<file path="config.mk">
export PLATFORM = sky130hd
export DESIGN_NAME = bip2_ctrl_fsm_flat
export DESIGN_NICKNAME = d
export VERILOG_FILES = /design/src/rtl/bip2_ctrl_fsm_if.sv /design/src/rtl/bip2_ctrl_fsm.sv /design/src/flat_wrapper.sv
export SDC_FILE = /design/constraint.sdc
export NUM_CORES = 1
export LEC_CHECK = 0
export CAP_MARGIN = 20
export CORE_MARGIN = 1.5
export CORE_UTILIZATION = 38
export DETAILED_ROUTE_END_ITERATION = 12
export PLACE_DENSITY = 0.88
export SYNTH_ARGS = -nofsm -noshare
export SYNTH_HDL_FRONTEND = slang
export SYNTH_SLANG_ARGS = --single-unit
export TNS_END_PERCENT = 1
</file>
<file path="constraint.sdc">
create_clock -name clk_i -period 2 [get_ports clk_i]
set_clock_uncertainty 0.15 [all_clocks]
set_input_delay 0.2 -clock clk_i [delete_from_list [all_inputs] [get_ports clk_i]]
set_output_delay 0.2 -clock clk_i [all_outputs]
set_load 0.02 [all_outputs]
</file>
<file path="src/rtl/bip2_ctrl_fsm_if.sv">
// Control-unit bus of the BIP-2 core: ROM opcode, run and status flags in,
// every datapath strobe out. The slave side is the control FSM.
interface bip2_ctrl_fsm_if #(
  parameter int OPW    = 5,
  parameter int SELA   = 2,
  parameter int ALUOPW = 3
);
  logic              run_i;
  logic [OPW-1:0]    opcode_i;
  logic              z_flag_i;
  logic              n_flag_i;
  logic              ir_wr_o;
  logic              pc_wr_o;
  logic              pc_sel_o;
  logic [SELA-1:0]   sela_o;
  logic              selb_o;
  logic [ALUOPW-1:0] op_ula_o;
  logic              wr_acc_o;
  logic              wr_status_o;
  logic              wr_ram_o;
  logic              halted_o;
  logic              illegal_o;
  logic [2:0]        state_o;

  modport master (
    output run_i, opcode_i, z_flag_i, n_flag_i,
    input  ir_wr_o, pc_wr_o, pc_sel_o, sela_o, selb_o, op_ula_o,
           wr_acc_o, wr_status_o, wr_ram_o, halted_o, illegal_o, state_o
  );

  modport slave (
    input  run_i, opcode_i, z_flag_i, n_flag_i,
    output ir_wr_o, pc_wr_o, pc_sel_o, sela_o, selb_o, op_ula_o,
           wr_acc_o, wr_status_o, wr_ram_o, halted_o, illegal_o, state_o
  );
endinterface

</file>
<file path="src/rtl/bip2_ctrl_fsm.sv">
// BIP-2 multicycle control unit: FETCH/DECODE/EXEC/WB sequencing with Moore
// strobes decoded from the state and the opcode latched at FETCH.
module bip2_ctrl_fsm #(
  parameter int OPW    = 5,
  parameter int SELA   = 2,
  parameter int ALUOPW = 3
) (
  input  logic           clk_i,
  input  logic           rst_n_i,
  bip2_ctrl_fsm_if.slave bus
);

  typedef enum logic [2:0] {
    S_RST    = 3'd0,
    S_FETCH  = 3'd1,
    S_DECODE = 3'd2,
    S_EXEC   = 3'd3,
    S_WB     = 3'd4,
    S_HALT   = 3'd5
  } state_t;

  localparam logic [OPW-1:0] OP_HLT  = OPW'(0);
  localparam logic [OPW-1:0] OP_STO  = OPW'(1);
  localparam logic [OPW-1:0] OP_LD   = OPW'(2);
  localparam logic [OPW-1:0] OP_LDI  = OPW'(3);
  localparam logic [OPW-1:0] OP_ADD  = OPW'(4);
  localparam logic [OPW-1:0] OP_ADDI = OPW'(5);
  localparam logic [OPW-1:0] OP_SUB  = OPW'(6);
  localparam logic [OPW-1:0] OP_SUBI = OPW'(7);
  localparam logic [OPW-1:0] OP_BEQ  = OPW'(8);
  localparam logic [OPW-1:0] OP_BNE  = OPW'(9);
  localparam logic [OPW-1:0] OP_BGT  = OPW'(10);
  localparam logic [OPW-1:0] OP_BGE  = OPW'(11);
  localparam logic [OPW-1:0] OP_BLT  = OPW'(12);
  localparam logic [OPW-1:0] OP_BLE  = OPW'(13);
  localparam logic [OPW-1:0] OP_JMP  = OPW'(14);
  localparam logic [OPW-1:0] OP_FIRST_ILLEGAL = OPW'(15);

  state_t            r_state;
  state_t            w_next_state;
  logic [OPW-1:0]    r_op_q;
  logic              w_ir_load;
  logic [SELA-1:0]   w_sela;
  logic              w_selb;
  logic [ALUOPW-1:0] w_op_ula;
  logic              w_acc_op;
  logic              w_status_op;
  logic              w_branch_taken;
  logic              w_illegal_op;

  always_ff @(posedge clk_i or negedge rst_n_i) begin
    if (!rst_n_i) begin
      r_state <= S_RST;
      r_op_q  <= '0;
    end else begin
      // NOTE: non-blocking so every register samples pre-edge values regardless of statement order.
      r_state <= w_next_state;
      if (w_ir_load) r_op_q <= bus.opcode_i;
    end
  end

  // Opcode decode; branch conditions read the live flags because they only matter in WB.
  always_comb begin
    w_sela         = '0;
    w_selb         = 1'b0;
    w_op_ula       = '0;
    w_acc_op       = 1'b0;
    w_status_op    = 1'b0;
    w_branch_taken = 1'b0;
    w_illegal_op   = (r_op_q >= OP_FIRST_ILLEGAL);
    case (r_op_q)
      OP_LD:   w_acc_op = 1'b1;
      OP_LDI:  begin w_acc_op = 1'b1; w_sela = SELA'(1); end
      OP_ADD:  begin w_acc_op = 1'b1; w_status_op = 1'b1; w_sela = SELA'(2); end
      OP_ADDI: begin w_acc_op = 1'b1; w_status_op = 1'b1; w_sela = SELA'(2); w_selb = 1'b1; end
      OP_SUB:  begin
        w_acc_op = 1'b1; w_status_op = 1'b1; w_sela = SELA'(2); w_op_ula = ALUOPW'(1);
      end
      OP_SUBI: begin
        w_acc_op = 1'b1; w_status_op = 1'b1; w_sela = SELA'(2); w_op_ula = ALUOPW'(1);
        w_selb   = 1'b1;
      end
      OP_BEQ:  w_branch_taken = bus.z_flag_i;
      OP_BNE:  w_branch_taken = !bus.z_flag_i;
      OP_BGT:  w_branch_taken = !bus.z_flag_i && !bus.n_flag_i;
      OP_BGE:  w_branch_taken = !bus.n_flag_i;
      OP_BLT:  w_branch_taken = bus.n_flag_i;
      OP_BLE:  w_branch_taken = bus.n_flag_i || bus.z_flag_i;
      OP_JMP:  w_branch_taken = 1'b1;
      default: ;
    endcase
  end

  always_comb begin
    // NOTE: every output gets a default first so no path through the case can infer a latch.
    w_next_state    = r_state;
    w_ir_load       = 1'b0;
    bus.ir_wr_o     = 1'b0;
    bus.pc_wr_o     = 1'b0;
    bus.pc_sel_o    = 1'b0;
    bus.sela_o      = '0;
    bus.selb_o      = 1'b0;
    bus.op_ula_o    = '0;
    bus.wr_acc_o    = 1'b0;
    bus.wr_status_o = 1'b0;
    bus.wr_ram_o    = 1'b0;
    bus.halted_o    = 1'b0;
    bus.illegal_o   = 1'b0;
    // Datapath selects are held stable from DECODE through WB.
    if (r_state == S_DECODE || r_state == S_EXEC || r_state == S_WB) begin
      bus.sela_o   = w_sela;
      bus.selb_o   = w_selb;
      bus.op_ula_o = w_op_ula;
    end
    case (r_state)
      S_RST:   w_next_state = S_FETCH;
      S_FETCH: begin
        if (bus.run_i) begin
          w_ir_load    = 1'b1;
          bus.ir_wr_o  = 1'b1;
          w_next_state = S_DECODE;
        end
      end
      S_DECODE: begin
        if (r_op_q == OP_HLT) begin
          w_next_state = S_HALT;
        end else begin
          bus.illegal_o = w_illegal_op;
          w_next_state  = S_EXEC;
        end
      end
      S_EXEC: begin
        bus.wr_ram_o = (r_op_q == OP_STO);
        w_next_state = S_WB;
      end
      S_WB: begin
        bus.pc_wr_o     = 1'b1;
        bus.wr_acc_o    = w_acc_op;
        bus.wr_status_o = w_status_op;
        bus.pc_sel_o    = w_branch_taken;
        w_next_state    = S_FETCH;
      end
      S_HALT:  bus.halted_o = 1'b1;
      default: w_next_state = S_RST;
    endcase
  end

  assign bus.state_o = r_state;

endmodule
</file>
<file path="src/flat_wrapper.sv">
// flat-port wrapper written by rule: the top's interface ports become plain ports
module bip2_ctrl_fsm_flat 
#(
  parameter int OPW    = 5,
  parameter int SELA   = 2,
  parameter int ALUOPW = 3
)
  (clk_i, rst_n_i, bus_run_i, bus_opcode_i, bus_z_flag_i, bus_n_flag_i, bus_ir_wr_o, bus_pc_wr_o, bus_pc_sel_o, bus_sela_o, bus_selb_o, bus_op_ula_o, bus_wr_acc_o, bus_wr_status_o, bus_wr_ram_o, bus_halted_o, bus_illegal_o, bus_state_o);
  bip2_ctrl_fsm_if #(.OPW(OPW), .SELA(SELA), .ALUOPW(ALUOPW)) bus_i ();
  input  logic clk_i;
  input  logic rst_n_i;
  input wire logic [$bits(bus_i.run_i)-1:0] bus_run_i;
  input wire logic [$bits(bus_i.opcode_i)-1:0] bus_opcode_i;
  input wire logic [$bits(bus_i.z_flag_i)-1:0] bus_z_flag_i;
  input wire logic [$bits(bus_i.n_flag_i)-1:0] bus_n_flag_i;
  output wire logic [$bits(bus_i.ir_wr_o)-1:0] bus_ir_wr_o;
  output wire logic [$bits(bus_i.pc_wr_o)-1:0] bus_pc_wr_o;
  output wire logic [$bits(bus_i.pc_sel_o)-1:0] bus_pc_sel_o;
  output wire logic [$bits(bus_i.sela_o)-1:0] bus_sela_o;
  output wire logic [$bits(bus_i.selb_o)-1:0] bus_selb_o;
  output wire logic [$bits(bus_i.op_ula_o)-1:0] bus_op_ula_o;
  output wire logic [$bits(bus_i.wr_acc_o)-1:0] bus_wr_acc_o;
  output wire logic [$bits(bus_i.wr_status_o)-1:0] bus_wr_status_o;
  output wire logic [$bits(bus_i.wr_ram_o)-1:0] bus_wr_ram_o;
  output wire logic [$bits(bus_i.halted_o)-1:0] bus_halted_o;
  output wire logic [$bits(bus_i.illegal_o)-1:0] bus_illegal_o;
  output wire logic [$bits(bus_i.state_o)-1:0] bus_state_o;
  assign bus_i.run_i = bus_run_i;
  assign bus_i.opcode_i = bus_opcode_i;
  assign bus_i.z_flag_i = bus_z_flag_i;
  assign bus_i.n_flag_i = bus_n_flag_i;
  assign bus_ir_wr_o = bus_i.ir_wr_o;
  assign bus_pc_wr_o = bus_i.pc_wr_o;
  assign bus_pc_sel_o = bus_i.pc_sel_o;
  assign bus_sela_o = bus_i.sela_o;
  assign bus_selb_o = bus_i.selb_o;
  assign bus_op_ula_o = bus_i.op_ula_o;
  assign bus_wr_acc_o = bus_i.wr_acc_o;
  assign bus_wr_status_o = bus_i.wr_status_o;
  assign bus_wr_ram_o = bus_i.wr_ram_o;
  assign bus_halted_o = bus_i.halted_o;
  assign bus_illegal_o = bus_i.illegal_o;
  assign bus_state_o = bus_i.state_o;
  bip2_ctrl_fsm #(.OPW(OPW), .SELA(SELA), .ALUOPW(ALUOPW)) u_core (.clk_i(clk_i), .rst_n_i(rst_n_i), .bus(bus_i));
endmodule
</file>
# == Yosys cells after proc, flatten, opt, wreduce, memory -nomap -nowiden ==
# Cells that the tools add are included.
# W data, S select, Z words.
# classes
muxes,22
div_mod_pow,0
order_cmp,1
multipliers,0
reduce_logical,14
bitwise,1
n_eq_ne,20
n_addsub,0
shifts,0
# ops
cell,n
$eq A5 B4 Y1 const B,7
$eq A5 B3 Y1 const B,4
$mux W1,16
$pmux W3 S5,1
$eq A5 B2 Y1 const B,2
$pmux W1 S7,1
$eq A3 B2 Y1 const B,2
$eq A3 B3 Y1 const B,2
$mux W3,2
$reduce_or A2 Y1,3
$reduce_or A6 Y1,1
$eq A5 B1 Y1 const B,1
$ge A5 B4 Y1 const B,1
$logic_not A5 Y1,1
$pmux W2 S2,1
$reduce_or A4 Y1,1
$eq A3 B1 Y1 const B,1
$logic_not A3 Y1,1
$logic_or A1 B1 Y1,3
$logic_not A1 Y1,2
$mux W2,1
$ne A2 B2 Y1 const B,1
$reduce_and A2 Y1,1
$logic_and A1 B1 Y1,1
$not A1 Y1,1
# totals
rom_bits,0
inputBits,10
latchBits,0
wordCells,60
ff_bits,8
out_inout_bits,17
ram_bits,0
memories,0

# == Depth between registers and ports, before layout ==
# Gate-level depths: netlist of run 1.
# logic_depth
depth_word,4
depth_mapped,5
ltp_nobuf,5

# == Worst setup path after synthesis of run 1 ==
# Ideal clock, no wire load.
# synth_path
kind,register to output
startpoint,reg u_core.r_state[0] (netlist: u_core.bus.state_o[0])
endpoint,out bus_sela_o[0]
path_stages_with_launch,6
path_slack_ps,-86
n_path_buf,0
required_ps,1650
t_arrival_ps,1736
cell_sequence,dfrtp_1 > inv_1 > nand3b_1 > inv_1 > nor2_1 > nor4_1
# synth_via
elab_chain_cells,4
word_cells_on_any_way,6
cone_classes,3 x eq/ne; 1 x mux; 2 x reduce/logical
# synth_lines
element,line_no,rtl
start: declaration,bip2_ctrl_fsm.sv:39,state_t r_state;
start signal: assignment,bip2_ctrl_fsm.sv:57,r_state <= w_next_state;
$eq A3 B2 Y1,bip2_ctrl_fsm.sv:110,if (r_state == S_DECODE || r_state == S_EXEC || r_state == S_WB) begin
$logic_or A1 B1 Y1,bip2_ctrl_fsm.sv:110,
$logic_or A1 B1 Y1 *,bip2_ctrl_fsm.sv:110,
$mux W2 *,bip2_ctrl_fsm.sv:110,
end: declaration,flat_wrapper.sv:19,output wire logic [$bits(bus_i.sela_o)-1:0] bus_sela_o;
# Mark *: on every way between the ends. The rest lies on a longest branch, timed or not.

# == Worst setup path in the final report of run 1 ==
# layout_path
startpoint,reg u_core.r_op_q[3]
endpoint,out bus_illegal_o
# layout_via
elab_chain_cells,3
word_cells_on_any_way,4
cone_classes,1 x order compare; 2 x mux; 1 x reduce/logical
# layout_lines
element,line_no,rtl
start: declaration,bip2_ctrl_fsm.sv:41,logic [OPW-1:0] r_op_q;
start signal: assignment,bip2_ctrl_fsm.sv:58,if (w_ir_load) r_op_q <= bus.opcode_i;
$ge A5 B4 Y1 or $logic_not A5 Y1 (tied branches),"bip2_ctrl_fsm.sv:70, bip2_ctrl_fsm.sv:125",
$mux W1 *,bip2_ctrl_fsm.sv:125,if (r_op_q == OP_HLT) begin
$mux W1 *,bip2_ctrl_fsm.sv:115,case (r_state)
end: declaration,flat_wrapper.sv:26,output wire logic [$bits(bus_i.illegal_o)-1:0] bus_illegal_o;
# Marks and branches as above.

==> results.yml, run 1 <==
worst_setup_path:
  cp_slowest_cell: "sky130_fd_sc_hd__or4_4"
  worst-path-buf-inv: 1
  r2r_start: "u_core.bus.state_o[1]"
  critical-path-top-delay-family: "simple AND/OR/NAND/NOR gates"
  reg2regPathDepth: 4
  crit_path_max_fanout: 4
  worst_r2r_endpoint: "u_core.r_op_q[1]"
  end_kind: "output port"
  crit_path_class: "register to output port"
  critical_path.cell_chain: "or4_4 -> o211ai_2 -> nor2_1 -> buf_2"
  ff2ff_setup_slack_ns: 0.33
  timing.critical_path.slowest_cell_delay_ns: 0.56
  timing.critical_path.required_ns: 1.65
  worst-endpoint-arrival_ns: 1.63
  start_kind: "register"
final_layout:
  multi_input_area_um2: 307
  finalNonFillerCells: 113
  insertedDiodeCount: 0
  seqCellArea_um2: 200
  final_net_count: 110
  fillerInstances: 114
  area_growth_syn_to_layout_pct: 66.2
  final_layout_size_suffix_gt1_frac: 0.378
cts:
  htree_levels: 1
  cts_setup_buffers: 0
  cts_tree: "built"
  post_cts_hold_buffer_count: 0
  cts.root.buffer_cell: "sky130_fd_sc_hd__clkbuf_4"
  clock_sink_count: 8
  cts.clk_slew.worst_paths_ns: 0.05
  num_cts_buffers: 3
  cts_buffer_depth: 2
  skew_pair_late_insertion_delay_ns: 0.26
placement:
  gp_congestion: 0.782
  place_inst: 110
  place.detailed.hpwl_um: 1270
  port_buffers: 24
sta:
  finalMaxSlewViolations: 0
  unrepaired_setup_endpoints_after_global_routing: "true"
  fmax_ghz: 0.506
  fin_setup_tns_ns: 0
  setup_viol: 0
  fin_crit_sh: 0.988
  hold_viol_final: 0
  layout_min_cycle_time_ns: 1.98
pwr:
  design_power_total_w: 0.00125
  vdd_ir_drop_max_v: 0.000835
  cellPowerDensity_nw_per_um2: 1390
  power_leakage_nw: 0.450
route:
  detail_route.iter0.violations: 8
  drt-total-wl_um: 1520
  detailroute.via_count: 584
  drt.antenna.violating_nets: 0
  drtPass1Iterations: 4
  drc_errors: 0
  wl_per_cell_um: 13.4
  drt-vias-per-instance: 5.17
synthesis:
  synth_top_area_share: 0.370
  post_synth.cell_area_avg_um2: 9.32
  synth_most_common_cell: "sky130_fd_sc_hd__dfrtp_1"
  synthFlopType: "sky130_fd_sc_hd__dfrtp_1"
  gate_count_of_the_mapped_netlist: 58
  synth_enable_flop_cells: 0
  synth.yosys.seq_area_share: 0.370
  async_reset_ff_frac: 1.00
  synth.top_cells.by_count: "8 x sky130_fd_sc_hd__dfrtp_1, 4 x sky130_fd_sc_hd__inv_1, 4 x sky130_fd_sc_hd__mux2_2, 4 x sky130_fd_sc_hd__nor2_1"
  synth.top_cells.by_area: "sky130_fd_sc_hd__dfrtp_1 37%, sky130_fd_sc_hd__mux2_2 8.3%, sky130_fd_sc_hd__nand3b_1 4.2%"
  synth_area_um2: 541
  postSynthRegisterBits: 8
  ys_warn_count: 0
  yosysTopAreaCell: "sky130_fd_sc_hd__dfrtp_1"
  ys_types: 32
global_routing:
  track_usage: 0.223
  largest_net_degree_at_the_start_of_global_routing: 9
  vias_in_the_first_global_route: 513
  initial_antenna_violation_count: 0
  grt_pass1_wl_um: 2300
  grt_overflow_total: 0
floorplan:
  std_cell_rows: 13
  design.portCount: 27
  die_x_um: 40.7
  design.core.area_um2: 1320
  start_util: 0.410
  die_area_um2: 1660
  floorplan.die.height_um: 40.7
flow_run:
  drv.max_cap_violation_count: 0
run_status:
  run_status: "complete, no violations"
min_path:
  holdCritPathClass: "primary input to async pin"
[sequential cells by signal (all words and copies together), names as in the netlist]
register,count
u_core.bus.state_o,3
u_core.r_op_q,5
[cells by family after synthesis]
| group | Yosys count | share of synthesized area |
|---|---|---|
| mux | 4 | 0.0833 |
| compound gates | 12 | 0.171 |
| buf+inv | 9 | 0.0810 |
| other cells | 1 | 0.00694 |
| simple gates | 23 | 0.271 |
| flops | 8 | 0.370 |
| xor+xnor | 1 | 0.0162 |
[layout by cell type, fill, tap and decap left out, types with 3 or more instances in the layout]
master,synthesis,routed
sky130_fd_sc_hd__dlygate4sd2_1,0,4
sky130_fd_sc_hd__dfrtp_1,8,8
sky130_fd_sc_hd__buf_4,2,19
sky130_fd_sc_hd__nand3b_1,3,3
sky130_fd_sc_hd__inv_1,4,4
sky130_fd_sc_hd__clkbuf_2,0,3
sky130_fd_sc_hd__nor2_1,4,4
sky130_fd_sc_hd__clkbuf_4,0,3
sky130_fd_sc_hd__nand2_1,3,3
sky130_fd_sc_hd__clkdlybuf4s50_1,0,12
sky130_fd_sc_hd__mux2_2,4,4
[area by class of cell]
type / instances / area share
repair buffers: 41 / 0.373
multi-input cells: 42 / 0.341
flip-flops and latches: 8 / 0.223
clock buffers: 3 / 0.0251
well taps: 15 / 0.0209
inverters: 4 / 0.0167
[power by group]
| part | total, W | internal (W) | switching [W] |
|---|---|---|---|
| clock network | 0.000123 | 0.0000686 | 0.0000548 |
| logic | 0.000805 | 0.000423 | 0.000383 |
| registers | 0.000319 | 0.000240 | 0.0000789 |
| total | 0.00125 | 0.000731 | 0.000516 |
[metal layers]
metal / GRT usage / vias to the layer above / share of wire
met5: 0 / - / 0
met4: 0.142 / 0 / 0.018
met3: 0.0598 / 2 / 0.045
met2: 0.361 / 16 / 0.51
met1: 0.258 / 280 / 0.42
li1: - / 286 / -
[stage by stage]
| step | setup slack, ns | hold slack (ns) | utilization | area [µm²] |
|---|---|---|---|---|
| after floorplan | 0.126 | -0.246 | - | 551 |
| after global placement | -0.143 | 0.342 | 0.689 | 908 |
| after detailed placement | -0.192 | 0.348 | 0.689 | 908 |
| after CTS | 0.00299 | 0.0694 | 0.686 | 903 |
| after global routing | -0.0454 | 0.0912 | 0.682 | 898 |
| final | 0.0235 | 0.0632 | 0.682 | 898 |
[what timing repair did]
| action | CTS | global route |
|---|---|---|
| gates cloned | 0 | 0 |
| endpoints found under the setup margin | 11 | 8 |
| resized for setup | 25 | 9 |
[worst max-delay path by stage]
stage	startpoint	to	depth (start not counted)
after global routing	u_core.r_op_q[3]	bus_illegal_o	4
final	u_core.r_op_q[3]	bus_illegal_o	4
after global placement	bus_n_flag_i	bus_pc_sel_o	5
after floorplan	u_core.bus.state_o[0]	bus_sela_o[0]	5
after detailed placement	bus_z_flag_i	bus_pc_sel_o	6
after CTS	u_core.r_op_q[3]	bus_wr_ram_o	3
(Power assumes the default switching activity.)
==> run 2: changes to the inputs <==
--- a/config.mk
+++ b/config.mk
@@ -6,10 +6,11 @@
 export NUM_CORES = 1
 export LEC_CHECK = 0
 export CAP_MARGIN = 20
-export CORE_MARGIN = 1.5
-export CORE_UTILIZATION = 38
+export CORE_MARGIN = 5
+export CORE_UTILIZATION = 41
 export DETAILED_ROUTE_END_ITERATION = 12
-export PLACE_DENSITY = 0.88
+export PLACE_DENSITY = 0.93
+export REMOVE_ABC_BUFFERS = 1
 export SYNTH_ARGS = -nofsm -noshare
 export SYNTH_HDL_FRONTEND = slang
 export SYNTH_SLANG_ARGS = --single-unit
==> constraint.sdc (replaced) <==
create_clock -name clk_i -period 2.5 [get_ports clk_i]
set_clock_uncertainty 0.15 [all_clocks]
set_input_delay 0.25 -clock clk_i [delete_from_list [all_inputs] [get_ports clk_i]]
set_output_delay 0.25 -clock clk_i [all_outputs]
set_load 0.02 [all_outputs]
==> run 2 against run 1 <==
  * Sequential share of layout area grew 2.3 points
  * Combinational power shrank 49%
  * Highest routed layer unchanged
  * Power shrank 35%
  * Die area grew 29%
  * Clock power shrank 25%
  * Routed wire length shrank 21%
  * Via count shrank 14%
  * Setup slack gained 0.13 ns
==> results.yml, run 2 (synthesized netlist as in run 1, its figures left out) <==
worst_setup_path:
  worst-endpoint-arrival_ns: 1.94
  crit_path_class: "register to output port"
  worst_r2r_endpoint: "u_core.r_op_q[0]"
  critical-path-top-delay-family: "buffers and inverters"
  r2r_start: "u_core.bus.state_o[2]"
  reg2regPathDepth: 3
  start_kind: "register"
  ff2ff_setup_slack_ns: 0.71
  timing.critical_path.required_ns: 2.10
  end_kind: "output port"
  cp_slowest_cell: "sky130_fd_sc_hd__clkdlybuf4s50_1"
  critical_path.cell_chain: "or3b_1 -> o21ba_2 -> clkdlybuf4s50_1"
  crit_path_max_fanout: 7
  timing.critical_path.slowest_cell_delay_ns: 0.60
  worst-path-buf-inv: 1
route:
  detailroute.via_count: 503
  drt-vias-per-instance: 5.19
  drt.antenna.violating_nets: 0
  wl_per_cell_um: 12.3
  detail_route.iter0.violations: 0
  drtPass1Iterations: 1
  drc_errors: 0
  drt-total-wl_um: 1200
placement:
  gp_congestion: 0.781
  place.detailed.hpwl_um: 1020
  port_buffers: 24
  place_inst: 94
final_layout:
  area_growth_syn_to_layout_pct: 50.9
  final_net_count: 94
  top_reg_by_flops: "u_core.r_op_q"
  final_layout_size_suffix_gt1_frac: 0.171
  fillerInstances: 110
  mostFrequentLayoutCell: "sky130_fd_sc_hd__clkdlybuf4s50_1"
  multi_input_area_um2: 300
  seqCellArea_um2: 200
  most-common-layout-cells: "18 x sky130_fd_sc_hd__clkdlybuf4s50_1, 8 x sky130_fd_sc_hd__dfrtp_1, 5 x sky130_fd_sc_hd__dlymetal6s2s_1, 4 x sky130_fd_sc_hd__nor2_1, 4 x sky130_fd_sc_hd__mux2_2"
  flip_flop_count_of_the_largest_register_after_layout: 5
  finalNonFillerCells: 97
  insertedDiodeCount: 0
floorplan:
  die_area_um2: 2140
  floorplan.die.height_um: 46.3
  start_util: 0.426
  design.core.area_um2: 1270
  design.portCount: 27
  std_cell_rows: 13
  die_x_um: 46.3
cts:
  skew_pair_late_insertion_delay_ns: 0.24
  cts.root.buffer_cell: "sky130_fd_sc_hd__clkbuf_4"
  cts_setup_buffers: 0
  post_cts_hold_buffer_count: 0
  cts_buffer_depth: 2
  num_cts_buffers: 3
  cts_tree: "built"
  clock_sink_count: 8
  htree_levels: 1
  cts.clk_slew.worst_paths_ns: 0.05
pwr:
  vdd_ir_drop_max_v: 0.000515
  power_leakage_nw: 0.422
  cellPowerDensity_nw_per_um2: 993
  design_power_total_w: 0.000810
global_routing:
  grt_overflow_total: 0
  initial_antenna_violation_count: 0
  track_usage: 0.129
  largest_net_degree_at_the_start_of_global_routing: 12
  vias_in_the_first_global_route: 470
  grt_pass1_wl_um: 1960
sta:
  unrepaired_setup_endpoints_after_global_routing: "false"
  fin_crit_sh: 0.937
  layout_min_cycle_time_ns: 2.34
  hold-worst-slack_ns: 0.129
  hold_viol_final: 0
  finalMaxSlewViolations: 0
  setup_viol: 0
  fmax_ghz: 0.427
min_path:
  holdCritPathClass: "primary input to async pin"
flow_run:
  drv.max_cap_violation_count: 0
run_status:
  run_status: "complete, no violations"
run 2: cell count changes in the layout (fill, tap and decap cells not counted), sizes merged:
cell and delta:
clkdlybuf4s50 +6, clkbuf -3, dlymetal6s2s +4, dlygate4sd2 -3, buf -20
run 2: cell type report:
class,instances,area share
clock buffers,3,0.0276
well taps,15,0.0230
inverters,4,0.0184
repair buffers,25,0.317
multi-input cells,42,0.368
flip-flops and latches,8,0.245
run 2: repair_timing:
action / 4_1_cts / 5_1_grt
setup endpoints to repair: 1 / 5
cloned: 0 / 0
resized for setup: 1 / 6
run 2: worst max path at each step:
stage	start	endpoint	slack, ns	depth (start not counted)
global route	u_core.r_op_q[3]	bus_sela_o[1]	0.06	3
global placement	bus_z_flag_i	bus_pc_sel_o	0.22	5
CTS	u_core.r_op_q[3]	bus_illegal_o	0.02	4
detailed placement	bus_z_flag_i	bus_pc_sel_o	0.11	5
finish	u_core.r_op_q[3]	bus_sela_o[1]	0.16	3
floorplan	u_core.bus.state_o[2]	u_core.r_op_q[0]	-0.01	2
run 2: metrics by stage:
step / utilization / TNS (ns) / area, µm² / setup WS (ns)
after floorplan: - / -0.0390 / 515 / -0.00976
after global placement: 0.616 / 0 / 782 / 0.220
after detailed placement: 0.616 / 0 / 782 / 0.111
after CTS: 0.633 / 0 / 803 / 0.0160
after global routing: 0.643 / 0 / 816 / 0.0631
final: 0.643 / 0 / 816 / 0.156
run 2: layer usage:
metal,wire [µm],global-route usage,vias to the layer above,share of wire
met1,483,0.149,231,0.40
met4,44,0.108,0,0.037
met3,76,0.0273,4,0.064
li1,-,-,252,-
met2,591,0.201,16,0.49
met5,0,0,-,0
run 2: power breakdown:
part | switching (W) | internal (W) | total (W)
clock | 0.0000376 | 0.0000545 | 0.0000921
sequential | 0.000116 | 0.000191 | 0.000307
combinational | 0.000191 | 0.000220 | 0.000411
